===== src/rtl/k005297_maskreg_pkg.sv =====
// ---------------------------------------------------------------------------
// k005297_maskreg_pkg
// Shared constants for the bubble-memory mask register slice:
//   MASK_W_DEFAULT : default width of the mask word / shift register
//   SLOT_*         : rotation slot indices that carry a mask shift
//   ROT_W          : width of the one-cold rotation slot bus
// ---------------------------------------------------------------------------
package k005297_maskreg_pkg;

   localparam int MASK_W_DEFAULT = 16;
   localparam int ROT_W          = 20;

   // Slots 0 and 5 shift in both modes; 10 and 15 only in 4-bit mode.
   localparam int SLOT_0  = 0;
   localparam int SLOT_5  = 5;
   localparam int SLOT_10 = 10;
   localparam int SLOT_15 = 15;

endpackage : k005297_maskreg_pkg


===== src/rtl/k005297_maskreg_hold.sv =====
// ---------------------------------------------------------------------------
// k005297_maskreg_hold
// Holding register written from the bus side and consumed by the shift
// register load.
//   clk     : master clock
//   rst     : asynchronous active-high reset
//   wr_en   : qualified bus write (already gated by the 4 MHz enable)
//   din     : bus write data
//   consume : qualified load that takes the held word
//   hold_q  : held mask word
//   full    : held word has not been consumed yet
// ---------------------------------------------------------------------------
module k005297_maskreg_hold
   import k005297_maskreg_pkg::*;
#(
   parameter int MASK_W = MASK_W_DEFAULT
) (
   input  logic              clk,
   input  logic              rst,
   input  logic              wr_en,
   input  logic [MASK_W-1:0] din,
   input  logic              consume,
   output logic [MASK_W-1:0] hold_q,
   output logic              full
);

   // NOTE: state is updated with non-blocking assignments so that a consumer
   // reading hold_q on the same edge as a write still sees the old word.
   always_ff @(posedge clk or posedge rst) begin
      if (rst) begin
         // NOTE: the data word is reset too; it is a single register, not a
         // memory array, and a defined value keeps an underrun load harmless.
         hold_q <= '0;
         full   <= 1'b0;
      end else begin
         if (wr_en) begin
            hold_q <= din;
         end
         // A write on the consume edge refills the register, so full stays set.
         if (wr_en) begin
            full <= 1'b1;
         end else if (consume) begin
            full <= 1'b0;
         end
      end
   end

endmodule : k005297_maskreg_hold


===== src/rtl/k005297_maskreg.sv =====
// ---------------------------------------------------------------------------
// k005297_maskreg
// Mask register: the bus writes a mask word into a holding register, each
// load strobe moves it into a shift register, and one mask bit is shifted
// out per active bubble-rotation slot.
//   i_MCLK         : master clock
//   i_RST          : asynchronous active-high reset
//   i_CLK4M_PCEN_n : 4 MHz enable (active low), qualifies bus writes
//   i_CLK2M_PCEN_n : 2 MHz enable (active low), qualifies load/shift/flush
//   i_ROT20_n      : one-cold rotation slot timing
//   i_4BEN_n       : 4-bit mode enable (active low)
//   i_ACC_ACT_n    : access active (active low); high flushes the shifter
//   i_MSKREG_SR_LD : load strobe from the mask load timer
//   i_MSK_WR       : bus write strobe
//   i_DIN          : bus write data
//   o_MSK_BIT      : current mask bit (shift register MSB)
//   o_HOLD_FULL    : holding register has an unconsumed word
//   o_SR_EMPTY     : no bits remain in the shift register
//   o_UNDERRUN     : sticky, a load found the holding register empty
//   o_BITCNT       : bits remaining in the shift register
// ---------------------------------------------------------------------------
module k005297_maskreg
   import k005297_maskreg_pkg::*;
#(
   parameter int MASK_W = MASK_W_DEFAULT,
   parameter int CNT_W  = $clog2(MASK_W + 1)
) (
   input  logic              i_MCLK,
   input  logic              i_RST,
   input  logic              i_CLK4M_PCEN_n,
   input  logic              i_CLK2M_PCEN_n,
   input  logic [ROT_W-1:0]  i_ROT20_n,
   input  logic              i_4BEN_n,
   input  logic              i_ACC_ACT_n,
   input  logic              i_MSKREG_SR_LD,
   input  logic              i_MSK_WR,
   input  logic [MASK_W-1:0] i_DIN,
   output logic              o_MSK_BIT,
   output logic              o_HOLD_FULL,
   output logic              o_SR_EMPTY,
   output logic              o_UNDERRUN,
   output logic [CNT_W-1:0]  o_BITCNT
);

   logic [MASK_W-1:0] hold_q;
   logic              full;
   logic [MASK_W-1:0] sr;
   logic [CNT_W-1:0]  cnt;
   logic              underrun;

   logic tick;
   logic shift_en;
   logic flush;
   logic load;
   logic shift;
   logic unused_rot;

   // Only four slot lines matter; the rest are folded here to keep the
   // whole bus formally consumed.
   assign unused_rot = ^i_ROT20_n;

   assign tick     = ~i_CLK2M_PCEN_n;
   assign shift_en = ~i_ROT20_n[SLOT_0] | ~i_ROT20_n[SLOT_5]
                   | (~i_4BEN_n & (~i_ROT20_n[SLOT_10] | ~i_ROT20_n[SLOT_15]));

   // Priority per control tick: flush > load > shift.
   always_comb begin
      // NOTE: every always_comb output gets a default first so no path
      // leaves it unassigned and no latch is inferred.
      flush = 1'b0;
      load  = 1'b0;
      shift = 1'b0;
      if (tick) begin
         if (i_ACC_ACT_n) begin
            flush = 1'b1;
         end else if (i_MSKREG_SR_LD) begin
            load = 1'b1;
         end else if (shift_en && (cnt != '0)) begin
            shift = 1'b1;
         end
      end
   end

   k005297_maskreg_hold #(
      .MASK_W (MASK_W)
   ) u_hold (
      .clk     (i_MCLK),
      .rst     (i_RST),
      .wr_en   (~i_CLK4M_PCEN_n & i_MSK_WR),
      .din     (i_DIN),
      .consume (load & full),
      .hold_q  (hold_q),
      .full    (full)
   );

   always_ff @(posedge i_MCLK or posedge i_RST) begin
      if (i_RST) begin
         sr       <= '0;
         cnt      <= '0;
         underrun <= 1'b0;
      end else begin
         if (flush) begin
            sr  <= '0;
            cnt <= '0;
         end else if (load) begin
            // An empty holding register loads zeros but still restarts the
            // count, so the rotation timing stays aligned.
            sr  <= full ? hold_q : '0;
            cnt <= CNT_W'(MASK_W);
            if (!full) begin
               underrun <= 1'b1;
            end
         end else if (shift) begin
            sr  <= {sr[MASK_W-2:0], 1'b0};
            cnt <= cnt - CNT_W'(1);
         end
      end
   end

   assign o_MSK_BIT   = sr[MASK_W-1];
   assign o_HOLD_FULL = full;
   assign o_SR_EMPTY  = (cnt == '0);
   assign o_UNDERRUN  = underrun;
   assign o_BITCNT    = cnt;

endmodule : k005297_maskreg

===== config.mk =====
export PLATFORM = sky130hd
export DESIGN_NAME = k005297_maskreg
export DESIGN_NICKNAME = d
export VERILOG_FILES = /design/src/rtl/k005297_maskreg_pkg.sv /design/src/rtl/k005297_maskreg_hold.sv /design/src/rtl/k005297_maskreg.sv
export SDC_FILE = /design/constraint.sdc
export NUM_CORES = 1
export LEC_CHECK = 0
export CAP_MARGIN = 30
export CELL_PAD_IN_SITES_DETAIL_PLACEMENT = 0
export CELL_PAD_IN_SITES_GLOBAL_PLACEMENT = 1
export CORE_ASPECT_RATIO = 1.4
export CORE_MARGIN = 2
export CORE_UTILIZATION = 33
export DETAILED_ROUTE_END_ITERATION = 10
export GPL_ROUTABILITY_DRIVEN = 0
export PLACE_DENSITY_LB_ADDON = 0.12
export SYNTH_ARGS = -nofsm -noshare
export SYNTH_HDL_FRONTEND = slang
export SYNTH_SLANG_ARGS = --single-unit

===== constraint.sdc =====
create_clock -name i_MCLK -period 1.9 [get_ports i_MCLK]
set_input_delay 0.38 -clock i_MCLK [delete_from_list [all_inputs] [get_ports i_MCLK]]
set_output_delay 0.38 -clock i_MCLK [all_outputs]
set_load 0.05 [all_outputs]

* Word level (Yosys, flattened, before mapping)
Cells that the tools add are included.
Word-level totals: input bits 44, word-level logic and storage cells 44, bits in registers 39, output and inout port bits 9
Cells by class: muxes and demuxes 18, reductions and logical operators 6, add/subtract/negate cells 1, bitwise gates (word level) 14
Operators by type and width (count):
- 2-to-1 mux 16 bit | 4
- 2-to-1 mux 5 bit | 3
- 2-to-1 mux 1 bit | 11
- inverter 1 bit | 8
- zero test 5 bit | 1
- nonzero test 5 bit | 1
- subtractor 5 x 1 -> 5 bit, second input constant | 1
- AND 1 bit | 3
- bitwise OR 1 bit | 3
- AND reduction 3 bit | 1
- nonzero test 3 bit | 1
- nonzero test 2 bit | 1
- logical AND 1 bit | 1

* Logic depth before layout (Yosys ltp)
depth after elaboration 12, mapped depth 8, mapped depth without buffers 6

* Modules after synthesis
From an unflattened synthesis, not the netlist that was laid out.
Second synthesis, totals: cell total of the unflattened synthesis 152, area total of the unflattened synthesis 1925.6 um^2
Modules (own cells, without submodules):
- k005297_maskreg | cells each 114, area each 1238.7 um^2, times used 1, seq. area each 550.5 um^2
- k005297_maskreg_hold | cells each 38, area each 686.9 um^2, times used 1, seq. area each 425.4 um^2

* Least setup slack after synthesis
Ideal clock, no wire load.
path type register to register, start reg cnt[0], in the netlist o_BITCNT[0], end reg sr[13], data required time 1.775 ns, arrival 2.510 ns, library setup time 0.125 ns, slack -0.736 ns, clock period less this slack 2.636 ns, stages on the path, launching flop included 9, buffers on the path 2, path through dfrtp_1 > inv_1 > ha_1 > nor4b_4 > a211oi_2 > or2_1 > buf_6 > buf_8 > mux2_4
Between the ends: cells in the longest elaborated chain, start to end 7
RTL lines:
- start, declared | line k005297_maskreg.sv:48 | logic [CNT_W-1:0] cnt;
- start signal, assigned | line k005297_maskreg.sv:109 | cnt <= CNT_W'(MASK_W);
- start signal, assigned | line k005297_maskreg.sv:115 | cnt <= cnt - CNT_W'(1);
- nonzero test 5 bit | line k005297_maskreg.sv:78 | end else if (shift_en && (cnt != '0)) begin
- logical AND 1 bit | line k005297_maskreg.sv:78
- 2-to-1 mux 1 bit | line k005297_maskreg.sv:78
- 2-to-1 mux 1 bit | line k005297_maskreg.sv:76 | end else if (i_MSKREG_SR_LD) begin
- 2-to-1 mux 1 bit | line k005297_maskreg.sv:74 | if (i_ACC_ACT_n) begin
- 2-to-1 mux 1 bit | line k005297_maskreg.sv:73 | if (tick) begin
- nonzero test 3 bit (no source line)
- end signal, assigned | line k005297_maskreg.sv:108 | sr <= full ? hold_q : '0;
- end signal, assigned | line k005297_maskreg.sv:114 | sr <= {sr[MASK_W-2:0], 1'b0};
- end, declared | line k005297_maskreg.sv:47 | logic [MASK_W-1:0] sr;
No other way between the ends. A chain may end at the register's enable or synchronous reset.

* Worst setup path in the final report
start reg cnt[0], in the netlist o_BITCNT[0], end out o_SR_EMPTY
Between the ends: cells in the longest elaborated chain, start to end 1
RTL lines:
- zero test 5 bit | line k005297_maskreg.sv:122 | assign o_SR_EMPTY = (cnt == '0);
- end, declared | line k005297_maskreg.sv:40 | output logic o_SR_EMPTY,
No other way between the ends.

==> impl_metrics.toml <==
[outcome]
status = "finished, final reports clean"

[setup_path]
cp.buffers_inverters = 3
worstPathArrival_ps = 1450
cp_max_fo = 3
path_class = "reg2out"
critPathMaxStageDelay_ps = 420
path_delay_family = "flip-flops"
start_kind = "register"
worstPathCellList = "inv_2, ha_4, nor4b_4, buf_4, buf_12"
worstReg2RegStart = "o_BITCNT[0]$_DFFE_PP0P_"
critPathCaptureType = "output pin"
cp-startpoint = "o_BITCNT[0]$_DFFE_PP0P_"
critPathRequiredTime_ps = 1520
slowest_stage = "dfrtp_2"

[logic_synthesis]
avgSynthCellArea_um2 = 12.67
synth_simple_gate_area_share_pct = 9.610
synthAdderAreaFrac_pct = 0.6720
seq_area_frac_synth_pct = 52.42
synth_seq_cells = 39
synth_cells = 147
synth-compound-area-share_pct = 12.03
synth-warning-count = 0
synth_top_family_by_area = "multiplexers"
synth_cell_types = 34
synthMuxAreaShare_pct = 21.30
syn_area_mm2 = 0.001862
synth-xor-area-share_pct = 0.4704
synth_nets = 192

[global_route]
track_usage_pct = 13.92
grt_overflow = 0
grt_pass1_vias = 1420
grt_max_degree = 40
grt_antenna_before_repair = 0
grt_pass1_wl_um = 6541

[drt]
drt_wl_total_um = 3777
antenna_left = 0
wl_per_cell_um = 14.04
drc_errors = 0
dr.pass1.iters = 4
avgViaCountPerCell = 4.888
num_vias = 1315
drt-initial-drc-count = 60

[sta]
rsz0062_at_grt = "yes"
finalHoldViolCount = 0
setup_viol = 0
holdWs_ps = 439.3
maxSlewViolCount = 0
fin_crit_ps = 1833
max_clock_freq_mhz = 545.6
relSlewSlack_pct = 72.57
worstMarginPinSlew_ps = 410.5
period_share_pct = 96.47
fin_skew_ps = 8.196

[clocking]
clk_latency_ps = 290
cts_made_buffers = 5
hold_buffers = 0
cts_sinks = 39
cts_tree = "done"
clk_pin_slew_ps = 80
clockRootBuffer = "clkbuf_8"
htreeDepth = 2
clock_path_buffers = 2

[place]
dpl-instance-area_mm2 = 0.002412
dp.cells = 258
place.port_buffers = 36
hpwl_um = 2704

[run]
maxCapViolations = 0

[final_layout]
nets = 245
syn_to_final_growth_pct = 35.28
drive_gt1_share_pct = 34.33
utilization_pct = 45.92
final_cells = 269
diodes = 0
final_common_cell = "dfrtp_1"
final_area_mm2 = 0.002519
mostFrequentLayoutCells = "dfrtp_1 (37), clkdlybuf4s50_1 (27), buf_4 (23), mux2_2 (16), nand2_1 (12)"

[die]
start_util_pct = 33.94
io_pins = 53
dieArea_mm2 = 0.006267
core_area_mm2 = 0.005485
die_x_um = 67.48
placementRows = 32
die_y_um = 92.88

[worst_hold_path]
min_path_type = "in2async"

[pwr]
leakagePower_nw = 1.128
powerDensity_mw_per_mm2 = 1161
ir_worst_vdd_uv = 397.0
[where the power goes]
| group | internal, W | switching [W] | total, W |
|---|---|---|---|
| clock network | 0.000251 | 0.000290 | 0.000541 |
| logic | 0.000615 | 0.000587 | 0.00120 |
| registers | 0.00103 | 0.000155 | 0.00118 |
| total | 0.00189 | 0.00103 | 0.00292 |
[flip-flops by register name (all words and copies together), names as in the netlist]
name           cells
o_BITCNT           5
sr                16
u_hold.full        1
u_hold.hold_q     16
o_UNDERRUN         1
[path summary, 6_finish.rpt]
check,to,slack [ps],cells past startpoint
max,o_SR_EMPTY,70,5
min,sr[7]$_DFFE_PP0P_,440,3
max reg2reg,sr[9]$_DFFE_PP0P_,110,7
min reg2reg,o_UNDERRUN$_DFFE_PP0P_,500,1
max in group asynchronous,o_BITCNT[0]$_DFFE_PP0P_,1260,3
min in group i_MCLK,o_UNDERRUN$_DFFE_PP0P_,500,1
[cell usage after synthesis]
library cell	instances	area share [%]
nand2b_1	3	1.0
a211oi_2	1	0.67
mux2i_1	1	0.54
buf_2	1	0.27
a21oi_1	4	1.1
nor2_1	6	1.2
a32o_1	1	0.54
mux2_4	10	8.1
or2_1	2	0.67
dfrtp_1	39	52
or3_1	1	0.34
o211ai_1	1	0.40
o21ai_0	6	1.6
buf_8	1	0.81
clkbuf_1	5	1.0
o21bai_1	1	0.40
nor2b_1	2	0.67
nand2_1	12	2.4
nor4_1	1	0.34
and2_1	1	0.34
inv_1	4	0.81
mux2_2	16	9.7
a211oi_1	1	0.40
buf_6	1	0.60
ha_1	1	0.67
nor4b_4	1	1.3
xnor2_1	1	0.47
a22o_1	9	4.2
nand3_1	1	0.27
mux2_1	5	3.0
nand3b_1	1	0.40
nor3b_2	1	0.67
a32oi_1	4	1.9
a21o_1	2	0.81
[timing repair]
action / in CTS / in global routing
setup endpoints to repair: 0 / 9
gates resized for setup: 0 / 0
setup buffers: 0 / 3
[metrics by stage]
stage	worst slack, ps	setup TNS (ps)	power (W)
3_3_place_gp	-151.9	-2042	0.002342
3_5_place_dp	-184.5	-2517	0.002373
4_1_cts	27.07	0	0.002938
6_report	67.08	0	0.002925
5_1_grt	-7.332	-7.332	0.003126
2_1_floorplan	-592.2	-8218	0.001964
[tightest hold or removal path, stage by stage]
cell,delay (ps)
clkdlybuf4s50_1,400
inv_1,90
buf_12,230
[cells by family after synthesis]
group           after synthesis
xor+xnor                      1
simple gates                 32
fa+ha+maj                     1
flops                        39
mux                          32
compound gates               30
buf+inv                      12
[final cells by class]
type	count	area [um^2]
multi-input combinational	96	833.3
clock buffer	5	68.82
fill	514	2967
inverter	4	15.01
timing repair buffer	54	523.0
sequential	39	978.4
clock inverter	3	15.01
tap	68	85.08
[metal layers]
layer  track usage (%)  wire [um]  up-vias
li1                  -          -      630
met1             17.84       1650      651
met2             22.39       1937       29
met3             2.916        131        5
met4             5.612         58        0
met5                 0          0        -
Power figures use the tool's default switching activity.
